## src/rtl/fetch_pkg.sv

```systemverilog
// Shared types and defaults for the instruction-fetch stage.
package fetch_pkg;

  localparam int          FETCH_DATA_WIDTH = 32;
  localparam logic [31:0] FETCH_RESET_PC   = 32'h0040_0000;
  localparam logic [31:0] NOP_INSTR        = 32'h0000_0000;

  typedef struct packed {
    logic [FETCH_DATA_WIDTH-1:0] instruction;
    logic [FETCH_DATA_WIDTH-1:0] pc_plus4;
    logic                        valid;
  } if_id_t;

endpackage

```

## src/rtl/pc_fetch_stage_if.sv

```systemverilog
// Combinational fetch bus between the fetch stage and Program_Memory.
interface pc_fetch_stage_if #(
  parameter int DATA_WIDTH = 32
);
  logic [DATA_WIDTH-1:0] address_o;
  logic [DATA_WIDTH-1:0] instruction_i;

  modport master (output address_o, input  instruction_i);
  modport slave  (input  address_o, output instruction_i);
endinterface

```

## src/rtl/pc_fetch_stage_pc_register.sv

```systemverilog
// Program counter: enable-gated register, asynchronous active-low reset to RESET_VAL.
module pc_register #(
  parameter int                    DATA_WIDTH = 32,
  parameter logic [DATA_WIDTH-1:0] RESET_VAL  = 32'h0040_0000
) (
  input  logic                  clk,
  input  logic                  rst_n,
  input  logic                  i_en,
  input  logic [DATA_WIDTH-1:0] i_d,
  output logic [DATA_WIDTH-1:0] o_q
);

  logic [DATA_WIDTH-1:0] r_q;

  always_ff @(posedge clk or negedge rst_n) begin
    if (!rst_n)    r_q <= RESET_VAL;
    else if (i_en) r_q <= i_d;
  end

  assign o_q = r_q;

endmodule

```

## src/rtl/pc_fetch_stage.sv

```systemverilog
// Instruction fetch: PC selection, word-address translation, range fault and IF/ID register.
module pc_fetch_stage
  import fetch_pkg::*;
#(
  parameter int                    DATA_WIDTH   = FETCH_DATA_WIDTH,
  parameter int                    MEMORY_DEPTH = 32,
  parameter logic [DATA_WIDTH-1:0] RESET_PC     = FETCH_RESET_PC
) (
  input  logic                  clk,
  input  logic                  reset,
  input  logic                  stall_i,
  input  logic                  flush_i,
  input  logic                  branch_taken_i,
  input  logic [DATA_WIDTH-1:0] branch_target_i,
  input  logic                  jump_i,
  input  logic [DATA_WIDTH-1:0] jump_target_i,
  pc_fetch_stage_if.master      mem,
  output logic [DATA_WIDTH-1:0] pc_o,
  output logic [DATA_WIDTH-1:0] pc_plus4_o,
  output logic                  addr_fault_o,
  output logic [DATA_WIDTH-1:0] if_id_instruction_o,
  output logic [DATA_WIDTH-1:0] if_id_pc_plus4_o,
  output logic                  if_id_valid_o
);

  logic [DATA_WIDTH-1:0] w_pc;
  logic [DATA_WIDTH-1:0] w_pc_plus4;
  logic [DATA_WIDTH-1:0] w_pc_next;
  logic                  w_pc_en;
  logic [DATA_WIDTH-1:0] w_offset;
  logic [DATA_WIDTH-1:0] w_word_idx;
  logic                  w_fault;
  if_id_t                r_if_id;
  if_id_t                w_if_id_next;

  assign w_pc_plus4 = w_pc + DATA_WIDTH'(4);

  // Redirects override a stall; targets are forced word-aligned before loading.
  always_comb begin
    w_pc_next = w_pc_plus4;
    w_pc_en   = 1'b1;
    if (jump_i)
      w_pc_next = {jump_target_i[DATA_WIDTH-1:2], 2'b00};
    else if (branch_taken_i)
      w_pc_next = {branch_target_i[DATA_WIDTH-1:2], 2'b00};
    else if (stall_i)
      w_pc_en   = 1'b0;
  end

  pc_register #(
    .DATA_WIDTH (DATA_WIDTH),
    .RESET_VAL  (RESET_PC)
  ) u_pc_register (
    .clk   (clk),
    .rst_n (reset),
    .i_en  (w_pc_en),
    .i_d   (w_pc_next),
    .o_q   (w_pc)
  );

  // Program_Memory is indexed in words relative to the reset PC.
  assign w_offset   = w_pc - RESET_PC;
  assign w_word_idx = w_offset >> 2;
  assign w_fault    = (w_pc < RESET_PC) || (w_word_idx >= DATA_WIDTH'(MEMORY_DEPTH));

  always_comb begin
    w_if_id_next = r_if_id;
    if (flush_i) begin
      w_if_id_next = '{instruction: NOP_INSTR, pc_plus4: '0, valid: 1'b0};
    end else if (!stall_i) begin
      if (w_fault)
        w_if_id_next = '{instruction: NOP_INSTR, pc_plus4: w_pc_plus4, valid: 1'b0};
      else
        w_if_id_next = '{instruction: mem.instruction_i, pc_plus4: w_pc_plus4, valid: 1'b1};
    end
  end

  always_ff @(posedge clk or negedge reset) begin
    if (!reset) r_if_id <= '{instruction: NOP_INSTR, pc_plus4: '0, valid: 1'b0};
    else        r_if_id <= w_if_id_next;
  end

  assign mem.address_o         = w_word_idx;
  assign pc_o                  = w_pc;
  assign pc_plus4_o            = w_pc_plus4;
  assign addr_fault_o          = w_fault;
  assign if_id_instruction_o   = r_if_id.instruction;
  assign if_id_pc_plus4_o      = r_if_id.pc_plus4;
  assign if_id_valid_o         = r_if_id.valid;

endmodule

```

## src/flat_wrapper.sv

```systemverilog
// flat-port wrapper written by rule: the top's interface ports become plain ports
module pc_fetch_stage_flat import fetch_pkg::*;
#(
  parameter int                    DATA_WIDTH   = FETCH_DATA_WIDTH,
  parameter int                    MEMORY_DEPTH = 32,
  parameter logic [DATA_WIDTH-1:0] RESET_PC     = FETCH_RESET_PC
)
  (clk, reset, stall_i, flush_i, branch_taken_i, branch_target_i, jump_i, jump_target_i, pc_o, pc_plus4_o, addr_fault_o, if_id_instruction_o, if_id_pc_plus4_o, if_id_valid_o, mem_address_o, mem_instruction_i);
  pc_fetch_stage_if #(.DATA_WIDTH(DATA_WIDTH)) mem_i ();
  input  logic clk;
  input  logic reset;
  input  logic stall_i;
  input  logic flush_i;
  input  logic branch_taken_i;
  input  logic [DATA_WIDTH-1:0] branch_target_i;
  input  logic jump_i;
  input  logic [DATA_WIDTH-1:0] jump_target_i;
  output logic [DATA_WIDTH-1:0] pc_o;
  output logic [DATA_WIDTH-1:0] pc_plus4_o;
  output logic addr_fault_o;
  output logic [DATA_WIDTH-1:0] if_id_instruction_o;
  output logic [DATA_WIDTH-1:0] if_id_pc_plus4_o;
  output logic if_id_valid_o;
  output wire logic [$bits(mem_i.address_o)-1:0] mem_address_o;
  input wire logic [$bits(mem_i.instruction_i)-1:0] mem_instruction_i;
  assign mem_address_o = mem_i.address_o;
  assign mem_i.instruction_i = mem_instruction_i;
  pc_fetch_stage #(.DATA_WIDTH(DATA_WIDTH), .MEMORY_DEPTH(MEMORY_DEPTH), .RESET_PC(RESET_PC)) u_core (.clk(clk), .reset(reset), .stall_i(stall_i), .flush_i(flush_i), .branch_taken_i(branch_taken_i), .branch_target_i(branch_target_i), .jump_i(jump_i), .jump_target_i(jump_target_i), .mem(mem_i), .pc_o(pc_o), .pc_plus4_o(pc_plus4_o), .addr_fault_o(addr_fault_o), .if_id_instruction_o(if_id_instruction_o), .if_id_pc_plus4_o(if_id_pc_plus4_o), .if_id_valid_o(if_id_valid_o));
endmodule
```

## config.mk

```make
export PLATFORM = sky130hd
export DESIGN_NAME = pc_fetch_stage_flat
export DESIGN_NICKNAME = d
export VERILOG_FILES = /design/src/rtl/fetch_pkg.sv /design/src/rtl/pc_fetch_stage_if.sv /design/src/rtl/pc_fetch_stage_pc_register.sv /design/src/rtl/pc_fetch_stage.sv /design/src/flat_wrapper.sv
export SDC_FILE = /design/constraint.sdc
export NUM_CORES = 1
export LEC_CHECK = 0
export BUFFER_PORTS_ARGS = -buffer_cell sky130_fd_sc_hd__clkbuf_2
export CAP_MARGIN = 0
export CORE_UTILIZATION = 48
export DETAILED_ROUTE_END_ITERATION = 10
export PLACE_DENSITY = 0.81
export SYNTH_ARGS = -nofsm -noshare
export SYNTH_HDL_FRONTEND = slang
export SYNTH_SLANG_ARGS = --single-unit
```

## constraint.sdc

```tcl
create_clock -name clk -period 3 [get_ports clk]
set_input_delay 0.15 -clock clk [delete_from_list [all_inputs] [get_ports clk]]
set_output_delay 0.15 -clock clk [all_outputs]
set_load 0.02 [all_outputs]
```

==> results of run 1 <==
[area by class of cell]
class	instances	area, sq um	share of cell area
inverter	15	56.3	0.00765
clock inverter	5	65.1	0.00884
timing repair buffer	275	1460	0.198
multi-input combinational	433	2990	0.406
clock buffer	11	253	0.0343
sequential	94	2350	0.320
tap	147	184	0.0250
[layer usage]
layer	vias up	track usage	routed length, um
met5	-	0	0
met1	2747	0.348	7310
met3	26	0.0632	1410
met4	0	0.112	357
li1	2671	-	-
met2	279	0.509	9380
[how the worst max path moves through the flow]
stage	slack, ps	to
after global routing	30	mem_address_o[28]
after global placement	430	u_core.if_id_instruction_o[26]
final	210	pc_plus4_o[26]
after detailed placement	400	u_core.if_id_instruction_o[28]
after floorplan	470	u_core.if_id_instruction_o[10]
after CTS	50	pc_plus4_o[28]
[repair_timing]
| item | CTS | global route |
|---|---|---|
| endpoints found under the setup margin | 0 | 3 |
| hold endpoints to repair | 42 | 0 |
| buffers inserted | 0 | 1 |
| resized for setup | 0 | 1 |
| hold buffers | 1 | 0 |
[flip-flops by register name (all words and copies together), names as in the netlist]
register                    cells
u_core.u_pc_register.o_q       30
u_core.if_id_instruction_o     32
u_core.if_id_pc_plus4_o        31
u_core.if_id_valid_o            1
[stage by stage]
step | cell area [sq um] | utilization | power, uW | setup slack, ps
floorplan | 5890 | - | 2150 | 465
global route | 7360 | 0.616 | 3870 | 25.7
CTS | 7350 | 0.614 | 3730 | 53.8
global placement | 7020 | 0.587 | 2500 | 431
detailed placement | 7020 | 0.587 | 2510 | 399
finish | 7360 | 0.616 | 3710 | 209
[critical path, delay by kind of cell (launching register included)]
family        cells  cell delay [ps]
flops             1              500
simple gates      3             1020
buf+inv           2              240
fa+ha+maj         1              320
xor+xnor          1              220
[layout by cell type, fill, tap and decap left out, drive strengths merged, types with 4 or more instances in the layout]
master and n:
clkbuf 262, dfrtp 93, nor2 47, nand2 41, nor4b 34, a32o 33
a21oi 31, xnor2 28, buf 23, xor2 21, nand3 18, o21ai 18
nor4 18, nor3 16, inv 15, mux2i 14, nand4 13, o21a 11
nor2b 8, o22ai 7, a22oi 7, nand2b 6, conb 6, nand3b 5
ha 5, and4 5, a211oi 4, o211a 4, clkinv 4
[power groups by stage]
stage	logic [uW]	registers [uW]	clock network (uW)
2_1_floorplan	626	1520	0
3_3_place_gp	1020	1480	0
3_5_place_dp	1030	1490	0
4_1_cts	1030	1460	1230
5_1_grt	1110	1470	1290
6_report	1040	1460	1210
[cell usage after synthesis (3+ instances only)]
cell | count | area, sq um
sky130_fd_sc_hd__nand2b_1 | 6 | 37.5
sky130_fd_sc_hd__o22ai_1 | 7 | 43.8
sky130_fd_sc_hd__and4_1 | 3 | 26.3
sky130_fd_sc_hd__a22oi_1 | 7 | 52.6
sky130_fd_sc_hd__a21oi_1 | 31 | 155
sky130_fd_sc_hd__a221oi_1 | 3 | 26.3
sky130_fd_sc_hd__o21a_1 | 11 | 82.6
sky130_fd_sc_hd__nand4_1 | 12 | 75.1
sky130_fd_sc_hd__nor2b_1 | 8 | 50.1
sky130_fd_sc_hd__a32o_1 | 33 | 330
sky130_fd_sc_hd__xor2_1 | 21 | 184
sky130_fd_sc_hd__mux2i_1 | 14 | 140
sky130_fd_sc_hd__nand3_1 | 17 | 85.1
sky130_fd_sc_hd__clkbuf_1 | 37 | 139
sky130_fd_sc_hd__and3_1 | 3 | 18.8
sky130_fd_sc_hd__buf_1 | 5 | 18.8
sky130_fd_sc_hd__nor4b_1 | 34 | 298
sky130_fd_sc_hd__buf_2 | 14 | 70.1
sky130_fd_sc_hd__nor2_1 | 47 | 176
sky130_fd_sc_hd__nand2_1 | 41 | 154
sky130_fd_sc_hd__o211a_1 | 4 | 40.0
sky130_fd_sc_hd__xnor2_1 | 27 | 236
sky130_fd_sc_hd__a211oi_1 | 4 | 30.0
sky130_fd_sc_hd__buf_4 | 33 | 248
sky130_fd_sc_hd__nor3_1 | 16 | 80.1
sky130_fd_sc_hd__ha_1 | 5 | 62.6
sky130_fd_sc_hd__inv_1 | 14 | 52.6
sky130_fd_sc_hd__o21ai_0 | 17 | 85.1
sky130_fd_sc_hd__dfrtp_1 | 93 | 2330
sky130_fd_sc_hd__nor4_1 | 16 | 100
sky130_fd_sc_hd__nand3b_1 | 5 | 37.5
[cell families (layout without fill, tap and decap cells)]
| logic type | Yosys count | count (layout) | synth area share |
|---|---|---|---|
| and+or+nand+nor | 224 | 224 | 0.225 |
| AOI/OAI and AO/OA | 135 | 135 | 0.170 |
| buffers and inverters | 107 | 306 | 0.0952 |
| DFF | 94 | 94 | 0.401 |
| xor gates and xnor gates | 49 | 49 | 0.0744 |
| muxes | 14 | 14 | 0.0239 |
| adders and majority gates | 5 | 5 | 0.0107 |
| other | 1 | 6 | 0.000639 |
==> flow_metrics.env, run 1 <==
export IMPL_largest_net_degree_at_the_start_of_global_routing=83
export IMPL_cell_internal_pwr_uw=2400
export IMPL_clock_slew_at_reported_path_ffs_ps=60
export IMPL_number_of_drc_markers_after_the_initial_detailed_route_iteration=502
export IMPL_post_dp_hpwl_um=13300
export IMPL_cell_depth_of_the_worst_flop_to_flop_path=8
export IMPL_unrepaired_setup_endpoints_after_global_routing="false"
export IMPL_synth_ff_latch_count=94
export IMPL_final_gp_congestion=0.915
export IMPL_worstSetupPathType="flip-flop to output port"
export IMPL_floorplan_io_pins=264
export IMPL_grt_use_total=0.291
export IMPL_outcome="finished clean"
export IMPL_vias=5723
export IMPL_layoutNonFillerInstCount=980
export IMPL_number_of_antenna_violations_at_the_first_check_in_global_routing=0
export IMPL_yosysUniqueCellTypes=62
export IMPL_yosysWarnings=0
export IMPL_min_delay_worst_endpoint="u_core.u_pc_register.o_q[5]"
export IMPL_nNetsFinal=935
export IMPL_port_buffers=253
export IMPL_cp_cell_sequence="ha_1 -> and3_1 -> nand3_1 -> nor3_1 -> xnor2_1 -> inv_1 -> clkbuf_2"
export IMPL_postSynth_asyncResetShare=1.00
export IMPL_cts_root_buffer="sky130_fd_sc_hd__clkbuf_16"
export IMPL_reg2reg_from="u_core.u_pc_register.o_q[23]"
export IMPL_endpoint_type_of_the_worst_setup_path="output port"
export IMPL_final_fill_count=1075
export IMPL_cell_count_after_synthesis=629
export IMPL_synth_ff_type="sky130_fd_sc_hd__dfrtp_1"
export IMPL_dpl_cell_count=962
export IMPL_antenna_diode_count=0
export IMPL_critPathMaxFanout=8
export IMPL_chip_height_um=113
export IMPL_initial_core_utilization=0.491
export IMPL_syn_avg_cell_area_sq_um=9.34
export IMPL_clkSinkCount=94
export IMPL_postRouteAntennaNets=0
export IMPL_vdd_ir_drop_worst_v=0.000269
export IMPL_power_density_cell_area_mw_per_mm2=504
export IMPL_detailed_route_wire_length_per_cell_um=18.8
export IMPL_max_cap_viol_count=0
export IMPL_critical_path_launch_point_type="flip-flop"
export IMPL_synth_edff_count=0
export IMPL_area_growth_syn_to_layout_pct=25.4
export IMPL_power_clock_fraction=0.326
export IMPL_comb_power_share=0.280
export IMPL_wl_um=18500
export IMPL_worst_path_max_delay_cell="sky130_fd_sc_hd__dfrtp_1"
export IMPL_std_cell_rows=40
export IMPL_hold_start="jump_target_i[5]"
export IMPL_global_route_overflow_total=0
export IMPL_clock_period_minus_final_worst_setup_slack_ps=2790
export IMPL_cell_area_after_synthesis_sq_mm=0.00587
export IMPL_leakagePower_uw=0.00352
export IMPL_worst_endpoint_required_ps=2850
export IMPL_fin_skew_ps=10.2
export IMPL_cts_root_to_sink_buffers=2
export IMPL_number_of_slew_limit_violations_in_the_final_report=0
export IMPL_cp_arrival_ps=2640
export IMPL_vias_per_cell=5.84
export IMPL_clk_latency_ps=350
export IMPL_clock_buffers_created_by_tritoncts=9
export IMPL_detailedRoute_firstPassIterationCount=5
export IMPL_core_area_sq_mm=0.0120
export IMPL_power_switching_uw=1310
export IMPL_sequential_fraction_of_design_power=0.394
export IMPL_vias_in_the_first_global_route=5357
export IMPL_final_setup_tns_ps=0
export IMPL_fraction_of_final_layout_cells_sized_beyond_drive_strength_1=0.366
export IMPL_min_path_cells=2
export IMPL_setup_reg_to_reg_worst_slack_ps=440
export IMPL_cts_max_level=3
export IMPL_worst_hold_path_type="input pin to flip-flop"
export IMPL_die_area_sq_mm=0.0127
export IMPL_critical_path_startpoint="u_core.u_pc_register.o_q[3]"
export IMPL_slew_headroom=0.363
export IMPL_power_switching_share=0.354
export IMPL_cts_tree="built"
export IMPL_setup_viol_count_final=0
export IMPL_fin_worst_hold_slack_ps=10.2
export IMPL_ys_seq_area_frac=0.401
export IMPL_post_route_period_util=0.930
export IMPL_timing_final_hold_violations=0
export IMPL_timing_fmax_mhz=358
export IMPL_worst_r2r_endpoint="u_core.if_id_instruction_o[28]"
export IMPL_wire_length_of_the_first_global_routing_pass_um=28400
export IMPL_die_width_um=113
export IMPL_drt_drc_violations_left=0
export IMPL_slowest_delay_ps=500
export IMPL_tightest_slew_ps=953
Power figures use the tool's default switching activity.
==> run 2, diff against run 1 <==
--- a/config.mk
+++ b/config.mk
@@ -5,6 +5,7 @@
 export SDC_FILE = /design/constraint.sdc
 export NUM_CORES = 1
 export LEC_CHECK = 0
+export ABC_AREA = 1
 export BUFFER_PORTS_ARGS = -buffer_cell sky130_fd_sc_hd__clkbuf_2
 export CAP_MARGIN = 0
 export CORE_UTILIZATION = 48
==> constraint.sdc (replaced) <==
create_clock -name clk -period 3 [get_ports clk]
set_input_delay 0.9 -clock clk [delete_from_list [all_inputs] [get_ports clk]]
set_output_delay 0.9 -clock clk [all_outputs]
set_load 0.02 [all_outputs]
==> run 2 against run 1 <==
Net effect: final area up 2.4%; first-iteration DRC count up 3.0%; critical endpoint is now addr_fault_o; area after synthesis up 0.26%; via count up 11%; clock-buffer cell count unchanged; critical path depth up 3; synthesized cell count up 33%.
==> flow_metrics.env, run 2 <==
export IMPL_outcome="finished clean"
export IMPL_yosys_top_cells_count="260 x sky130_fd_sc_hd__nand2_1, 135 x sky130_fd_sc_hd__nor2_1, 93 x sky130_fd_sc_hd__dfrtp_1, 69 x sky130_fd_sc_hd__inv_1, 37 x sky130_fd_sc_hd__nand4_1"
export IMPL_antenna_diode_count=0
export IMPL_detailedRoute_firstPassIterationCount=5
export IMPL_slew_headroom=0.619
export IMPL_endpoint_type_of_the_worst_setup_path="output port"
export IMPL_clock_period_minus_final_worst_setup_slack_ps=2960
export IMPL_timing_critical_path_to="addr_fault_o"
export IMPL_yosysWarnings=0
export IMPL_area_growth_syn_to_layout_pct=28.1
export IMPL_cell_type_with_the_highest_aggregate_area_in_the_netlist="sky130_fd_sc_hd__dfrtp_1"
export IMPL_timing_fmax_mhz=338
export IMPL_std_cell_rows=40
export IMPL_floorplan_io_pins=264
export IMPL_cell_area_after_synthesis_sq_mm=0.00589
export IMPL_clk_latency_ps=350
export IMPL_vias=6359
export IMPL_global_route_overflow_total=0
export IMPL_die_area_sq_mm=0.0127
export IMPL_final_cell_area_sq_mm=0.00754
export IMPL_synth_top_cells_by_area="sky130_fd_sc_hd__dfrtp_1 40%, sky130_fd_sc_hd__nand2_1 17%, sky130_fd_sc_hd__nor2_1 8.6%"
export IMPL_cts_root_buffer="sky130_fd_sc_hd__clkbuf_16"
export IMPL_cts_tree="built"
export IMPL_number_of_antenna_violations_at_the_first_check_in_global_routing=0
export IMPL_clock_slew_at_reported_path_ffs_ps=70
export IMPL_largest_net_degree_at_the_start_of_global_routing=47
export IMPL_mostFrequentLayoutCells="254 x sky130_fd_sc_hd__nand2_1, 248 x sky130_fd_sc_hd__clkbuf_2, 120 x sky130_fd_sc_hd__nor2_1"
export IMPL_fraction_of_final_layout_cells_sized_beyond_drive_strength_1=0.333
export IMPL_chip_height_um=113
export IMPL_timing_final_hold_violations=0
export IMPL_post_route_period_util=0.987
export IMPL_crit_path_frequent_cell="sky130_fd_sc_hd__nand2_1"
export IMPL_detailed_route_wire_length_per_cell_um=15.4
export IMPL_final_setup_tns_ps=0
export IMPL_number_of_drc_markers_after_the_initial_detailed_route_iteration=517
export IMPL_commonest_non_fill_non_tap_cell_in_the_layout="sky130_fd_sc_hd__nand2_1"
export IMPL_max_cap_viol_count=0
export IMPL_worst_endpoint_required_ps=2100
export IMPL_ys_seq_area_frac=0.400
export IMPL_die_width_um=113
export IMPL_worst_r2r_endpoint="u_core.if_id_instruction_o[17]"
export IMPL_dpl_worst_slack_ps=260
export IMPL_worst_hold_path_type="input pin to async pin"
export IMPL_synth_edff_count=0
export IMPL_port_buffers=253
export IMPL_grt_use_total=0.291
export IMPL_core_area_sq_mm=0.0120
export IMPL_yosys_cell_count_top_type="sky130_fd_sc_hd__nand2_1"
export IMPL_largest_register_ffs=32
export IMPL_critPathMaxFanout=5
export IMPL_tightest_slew_ps=571
export IMPL_slowest_delay_ps=570
export IMPL_cp_cell_sequence="inv_1 -> ha_4 -> nand2_1 -> nand2_1 -> nand3b_1 -> nor2_2 -> nand3_1 -> nor2_1 -> nand4_1 -> buf_4"
export IMPL_cell_count_after_synthesis=835
export IMPL_cts_root_to_sink_buffers=2
export IMPL_yosys_area_top_type_share=0.395
export IMPL_postSynth_asyncResetShare=1.00
export IMPL_fin_skew_ps=9.92
export IMPL_number_of_slew_limit_violations_in_the_final_report=0
export IMPL_unrepaired_setup_endpoints_after_global_routing="true"
export IMPL_post_cts_hold_buffer_count=0
export IMPL_reg2reg_from="u_core.u_pc_register.o_q[22]"
export IMPL_final_gp_congestion=0.910
export IMPL_clkSinkCount=94
export IMPL_critical_path_launch_point_type="flip-flop"
export IMPL_post_dp_hpwl_um=14000
export IMPL_setup_viol_count_final=0
export IMPL_fin_worst_hold_slack_ps=460
export IMPL_placement_cell_area_sq_mm=0.00710
export IMPL_nNetsFinal=1169
export IMPL_wl_um=18700
export IMPL_cts_max_level=3
export IMPL_postRouteAntennaNets=0
export IMPL_wire_length_of_the_first_global_routing_pass_um=28600
export IMPL_leakagePower_uw=0.00423
export IMPL_drt_drc_violations_left=0
export IMPL_vias_in_the_first_global_route=5530
export IMPL_finalWorstSetupSlack_ps=37.8
export IMPL_initial_core_utilization=0.492
export IMPL_cell_depth_of_the_worst_flop_to_flop_path=13
export IMPL_synth_ff_latch_count=94
export IMPL_worstSetupPathType="flip-flop to output port"
export IMPL_vdd_ir_drop_worst_v=0.000336
export IMPL_worst_path_max_delay_cell="sky130_fd_sc_hd__dfstp_2"
export IMPL_clock_buffers_created_by_tritoncts=9
export IMPL_setup_reg_to_reg_worst_slack_ps=810
export IMPL_power_density_cell_area_mw_per_mm2=485
export IMPL_vias_per_cell=5.24
export IMPL_synth_ff_type="sky130_fd_sc_hd__dfrtp_1"
export IMPL_cp_arrival_ps=2060
export IMPL_critical_path_startpoint="u_core.u_pc_register.o_q[22]"
export IMPL_yosysUniqueCellTypes=35
export IMPL_syn_avg_cell_area_sq_um=7.05
-- run 2: changes by cell type after synthesis, sizes merged, moves of 24 or more --
cell and change:
nor2 +101, inv +57, nor4b -34, nand4 +24, nand2 +225, a32o -33
xnor2 -28
-- run 2: routing by layer --
metal	wire, um	vias to the layer above	GRT usage
met5	0	-	0
met4	456	0	0.111
met3	1170	32	0.0348
met2	8920	270	0.479
met1	8120	2980	0.395
li1	-	3077	-
-- run 2: critical path: cells and delay by family (launching register included) --
kind	cells	cell delay (ps)
buf+inv	2	260
flops	1	570
simple gates	7	700
fa+ha+maj	1	190
-- run 2: through the flow --
stage | util | power [uW] | instances
after floorplan | - | 2150 | 840
after global placement | 0.594 | 2510 | 1193
after detailed placement | 0.594 | 2530 | 1193
after CTS | 0.620 | 3650 | 1211
after global routing | 0.631 | 3840 | 1214
final | 0.631 | 3660 | 1214
-- run 2: what timing repair did --
item / in CTS / in global routing
hold endpoints to repair: 0 / 0
setup endpoints to repair: 3 / 21
resized for setup: 3 / 39
gates cloned: 0 / 0
pin swaps: 0 / 3
setup buffers: 2 / 3
-- run 2: kinds of logic (layout without fill, tap and decap cells) --
| kind of cell | after synthesis | count (layout) | synth area share |
|---|---|---|---|
| simple gates | 496 | 496 | 0.364 |
| other cells | 1 | 6 | 0.000637 |
| flops | 94 | 94 | 0.400 |
| buf+inv | 138 | 365 | 0.121 |
| compound gates | 90 | 90 | 0.0882 |
| fa+ha+maj | 5 | 5 | 0.0106 |
| xor+xnor | 11 | 11 | 0.0164 |
-- run 2: worst min-delay path by stage --
stage | depth (start not counted) | endpoint | slack, ps
6_report | 1 | u_core.if_id_instruction_o[8] | 460
5_1_grt | 1 | u_core.if_id_instruction_o[8] | 480
4_1_cts | 1 | u_core.if_id_instruction_o[8] | 460
3_5_place_dp | 2 | u_core.if_id_instruction_o[21] | 470
3_3_place_gp | 2 | u_core.if_id_instruction_o[9] | 460
2_1_floorplan | 2 | u_core.if_id_valid_o | 590
-- run 2: final cells by class --
class / instances / area (sq um)
Clock buffer: 11 / 243
Inverter: 71 / 270
Clock inverter: 5 / 42.5
Tap cell: 147 / 184
Multi-Input combinational cell: 608 / 2950
Timing Repair Buffer: 278 / 1490
Sequential cell: 94 / 2360
Fill cell: 1112 / 4420
-- run 2: power by group --
part / switching, uW / total (uW) / internal, uW
Sequential: 126 / 1480 / 1350
Combinational: 719 / 1070 / 353
Clock: 519 / 1110 / 593
Total: 1360 / 3660 / 2300
==> run 3, diff against run 2 <==
--- a/config.mk
+++ b/config.mk
@@ -8,8 +8,10 @@
 export ABC_AREA = 1
 export BUFFER_PORTS_ARGS = -buffer_cell sky130_fd_sc_hd__clkbuf_2
 export CAP_MARGIN = 0
+export CORE_ASPECT_RATIO = 2
 export CORE_UTILIZATION = 48
 export DETAILED_ROUTE_END_ITERATION = 10
+export GPL_ROUTABILITY_DRIVEN = 1
 export PLACE_DENSITY = 0.81
 export SYNTH_ARGS = -nofsm -noshare
 export SYNTH_HDL_FRONTEND = slang
==> run 3 against run 2 <==
Net effect: total power grew 4.2%; wire length is 3.1% higher; sequential cell count unchanged; non-clock buffer count down 1.
==> flow_metrics.env, run 3 (synthesis gave the netlist of run 2 again) <==
export IMPL_outcome="finished clean"
export IMPL_fraction_of_final_layout_cells_sized_beyond_drive_strength_1=0.338
export IMPL_timing_fmax_mhz=341
export IMPL_tightest_slew_ps=717
export IMPL_endpoint_type_of_the_worst_setup_path="output port"
export IMPL_std_cell_rows=56
export IMPL_cts_max_level=3
export IMPL_total_power_uw=3810
export IMPL_worstSetupPathType="flip-flop to output port"
export IMPL_cts_tree="built"
export IMPL_post_dp_hpwl_um=14900
export IMPL_cts_root_buffer="sky130_fd_sc_hd__clkbuf_16"
export IMPL_comb_power_share=0.286
export IMPL_cts_root_to_sink_buffers=2
export IMPL_power_switching_uw=1370
export IMPL_number_of_slew_limit_violations_in_the_final_report=0
export IMPL_vias_in_the_first_global_route=5801
export IMPL_detailed_route_wire_length_per_cell_um=15.9
export IMPL_vias=6327
export IMPL_clock_buffers_created_by_tritoncts=9
export IMPL_antenna_diode_count=0
export IMPL_die_area_sq_mm=0.0127
export IMPL_chip_height_um=159
export IMPL_unrepaired_setup_endpoints_after_global_routing="true"
export IMPL_die_width_um=80.3
export IMPL_worst_endpoint_required_ps=2100
export IMPL_clock_period_minus_final_worst_setup_slack_ps=2930
export IMPL_largest_register_ffs=32
export IMPL_sequential_fraction_of_design_power=0.391
export IMPL_critPathMaxFanout=5
export IMPL_postRouteAntennaNets=0
export IMPL_core_area_sq_mm=0.0118
export IMPL_worst_path_max_delay_cell="sky130_fd_sc_hd__dfstp_2"
export IMPL_cell_internal_pwr_uw=2450
export IMPL_clock_slew_at_reported_path_ffs_ps=60
export IMPL_layoutNonFillerInstCount=1210
export IMPL_power_switching_share=0.359
export IMPL_setup_viol_count_final=0
export IMPL_crit_buf_inv=2
export IMPL_cp_cell_sequence="inv_2 -> ha_4 -> nand2_2 -> nand2_2 -> nand3b_1 -> nor2_1 -> nand3_1 -> nor2_1 -> nand4_1 -> buf_6"
export IMPL_critical_path_launch_point_type="flip-flop"
export IMPL_vias_per_cell=5.23
export IMPL_cp_arrival_ps=2030
export IMPL_area_growth_syn_to_layout_pct=29.0
export IMPL_dpl_cell_count=1191
export IMPL_commonest_non_fill_non_tap_cell_in_the_layout="sky130_fd_sc_hd__nand2_1"
export IMPL_power_clock_fraction=0.324
export IMPL_drt_drc_violations_left=0
export IMPL_clk_latency_ps=350
export IMPL_wire_length_of_the_first_global_routing_pass_um=29000
export IMPL_number_of_drc_markers_after_the_initial_detailed_route_iteration=262
export IMPL_grt_use_total=0.305
export IMPL_detailedRoute_firstPassIterationCount=5
export IMPL_wl_um=19300
export IMPL_vdd_ir_drop_worst_v=0.000355
export IMPL_port_buffers=253
export IMPL_initial_core_utilization=0.497
export IMPL_post_route_period_util=0.976
export IMPL_slowest_delay_ps=580
export IMPL_power_density_cell_area_mw_per_mm2=502
export IMPL_timing_critical_path_max_delay_family="simple AND/OR/NAND/NOR gates"
export IMPL_clkSinkCount=94
export IMPL_timing_final_hold_violations=0
export IMPL_post_cts_hold_buffer_count=0
export IMPL_final_gp_congestion=0.929
export IMPL_fin_skew_ps=11.6
export IMPL_largest_net_degree_at_the_start_of_global_routing=54
export IMPL_max_cap_viol_count=0
export IMPL_final_util=0.641
export IMPL_worst_hold_path_type="flip-flop to flip-flop"
export IMPL_number_of_antenna_violations_at_the_first_check_in_global_routing=0
export IMPL_final_setup_tns_ps=0
export IMPL_nNetsFinal=1168
export IMPL_floorplan_io_pins=264
export IMPL_global_route_overflow_total=0
export IMPL_leakagePower_uw=0.00426
export IMPL_mostFrequentLayoutCells="251 x sky130_fd_sc_hd__nand2_1, 249 x sky130_fd_sc_hd__clkbuf_2, 124 x sky130_fd_sc_hd__nor2_1"
export IMPL_slew_headroom=0.521
-- run 3: cell types whose count changed in the layout (fill, tap and decap cells not counted), moves of 2 or more --
cell / delta
sky130_fd_sc_hd__dfrtp_1: -7
sky130_fd_sc_hd__inv_2: +2
sky130_fd_sc_hd__nor2_4: +3
sky130_fd_sc_hd__nand2_1: -3
sky130_fd_sc_hd__nor2_2: -7
sky130_fd_sc_hd__dfrtp_2: +7
sky130_fd_sc_hd__nor2_1: +4
sky130_fd_sc_hd__clkinv_4: -3
sky130_fd_sc_hd__nand2_4: +2
sky130_fd_sc_hd__buf_4: -3
sky130_fd_sc_hd__bufinv_16: +2
-- run 3: timing repair --
item	CTS	global route
buffers inserted	2	2
cloned	0	0
resized for setup	3	47
pin swaps	0	11
setup endpoints to repair	6	16
-- run 3: metrics by stage --
stage               hold WS [ps]  area (sq um)  worst slack [ps]
CTS                          484          7460              6.84
global route                 499          7590             -42.3
detailed placement           467          7110               266
global placement             462          7110               282
finish                       480          7590              70.6
floorplan                    591          5910               112
-- run 3: power groups by stage --
stage	clock network (uW)	registers, uW	logic (uW)
5_1_grt	1300	1500	1180
3_5_place_dp	0	1500	1060
3_3_place_gp	0	1500	1050
6_report	1230	1490	1090
2_1_floorplan	0	1550	602
4_1_cts	1250	1480	1070
-- run 3: final cells by class --
class / instances / area, sq um
Clock inverter: 6 / 95.1
Tap cell: 145 / 181
Inverter: 71 / 267
Fill cell: 1128 / 4250
Sequential cell: 94 / 2370
Multi-Input combinational cell: 608 / 2960
Timing Repair Buffer: 277 / 1500
Clock buffer: 9 / 225
-- run 3: path summary, 6_finish.rpt --
| check | start | cells after the start | slack, ps | to |
|---|---|---|---|---|
| max in group asynchronous | reset | 2 | 1700 | u_core.u_pc_register.o_q[22] |
| hold / removal | u_core.if_id_instruction_o[20] | 2 | 480 | u_core.if_id_instruction_o[20] |
| setup reg to reg | u_core.u_pc_register.o_q[22] | 11 | 700 | u_core.if_id_instruction_o[17] |
| min in group asynchronous | reset | 1 | 550 | u_core.if_id_instruction_o[30] |
| setup / recovery | u_core.u_pc_register.o_q[22] | 10 | 70 | addr_fault_o |
| hold reg to reg | u_core.if_id_instruction_o[20] | 2 | 480 | u_core.if_id_instruction_o[20] |
-- run 3: per-layer routing --
metal	track usage	routed length, um
met5	0	0
met3	0.0544	1020
met4	0.199	1180
met2	0.571	10400
met1	0.298	6640
-- run 3: tightest hold or removal path, delay by kind of cell, from the launching register on --
| family | cells | cell delay [ps] |
|---|---|---|
| and+or+nand+nor | 2 | 110 |
| DFF | 1 | 340 |
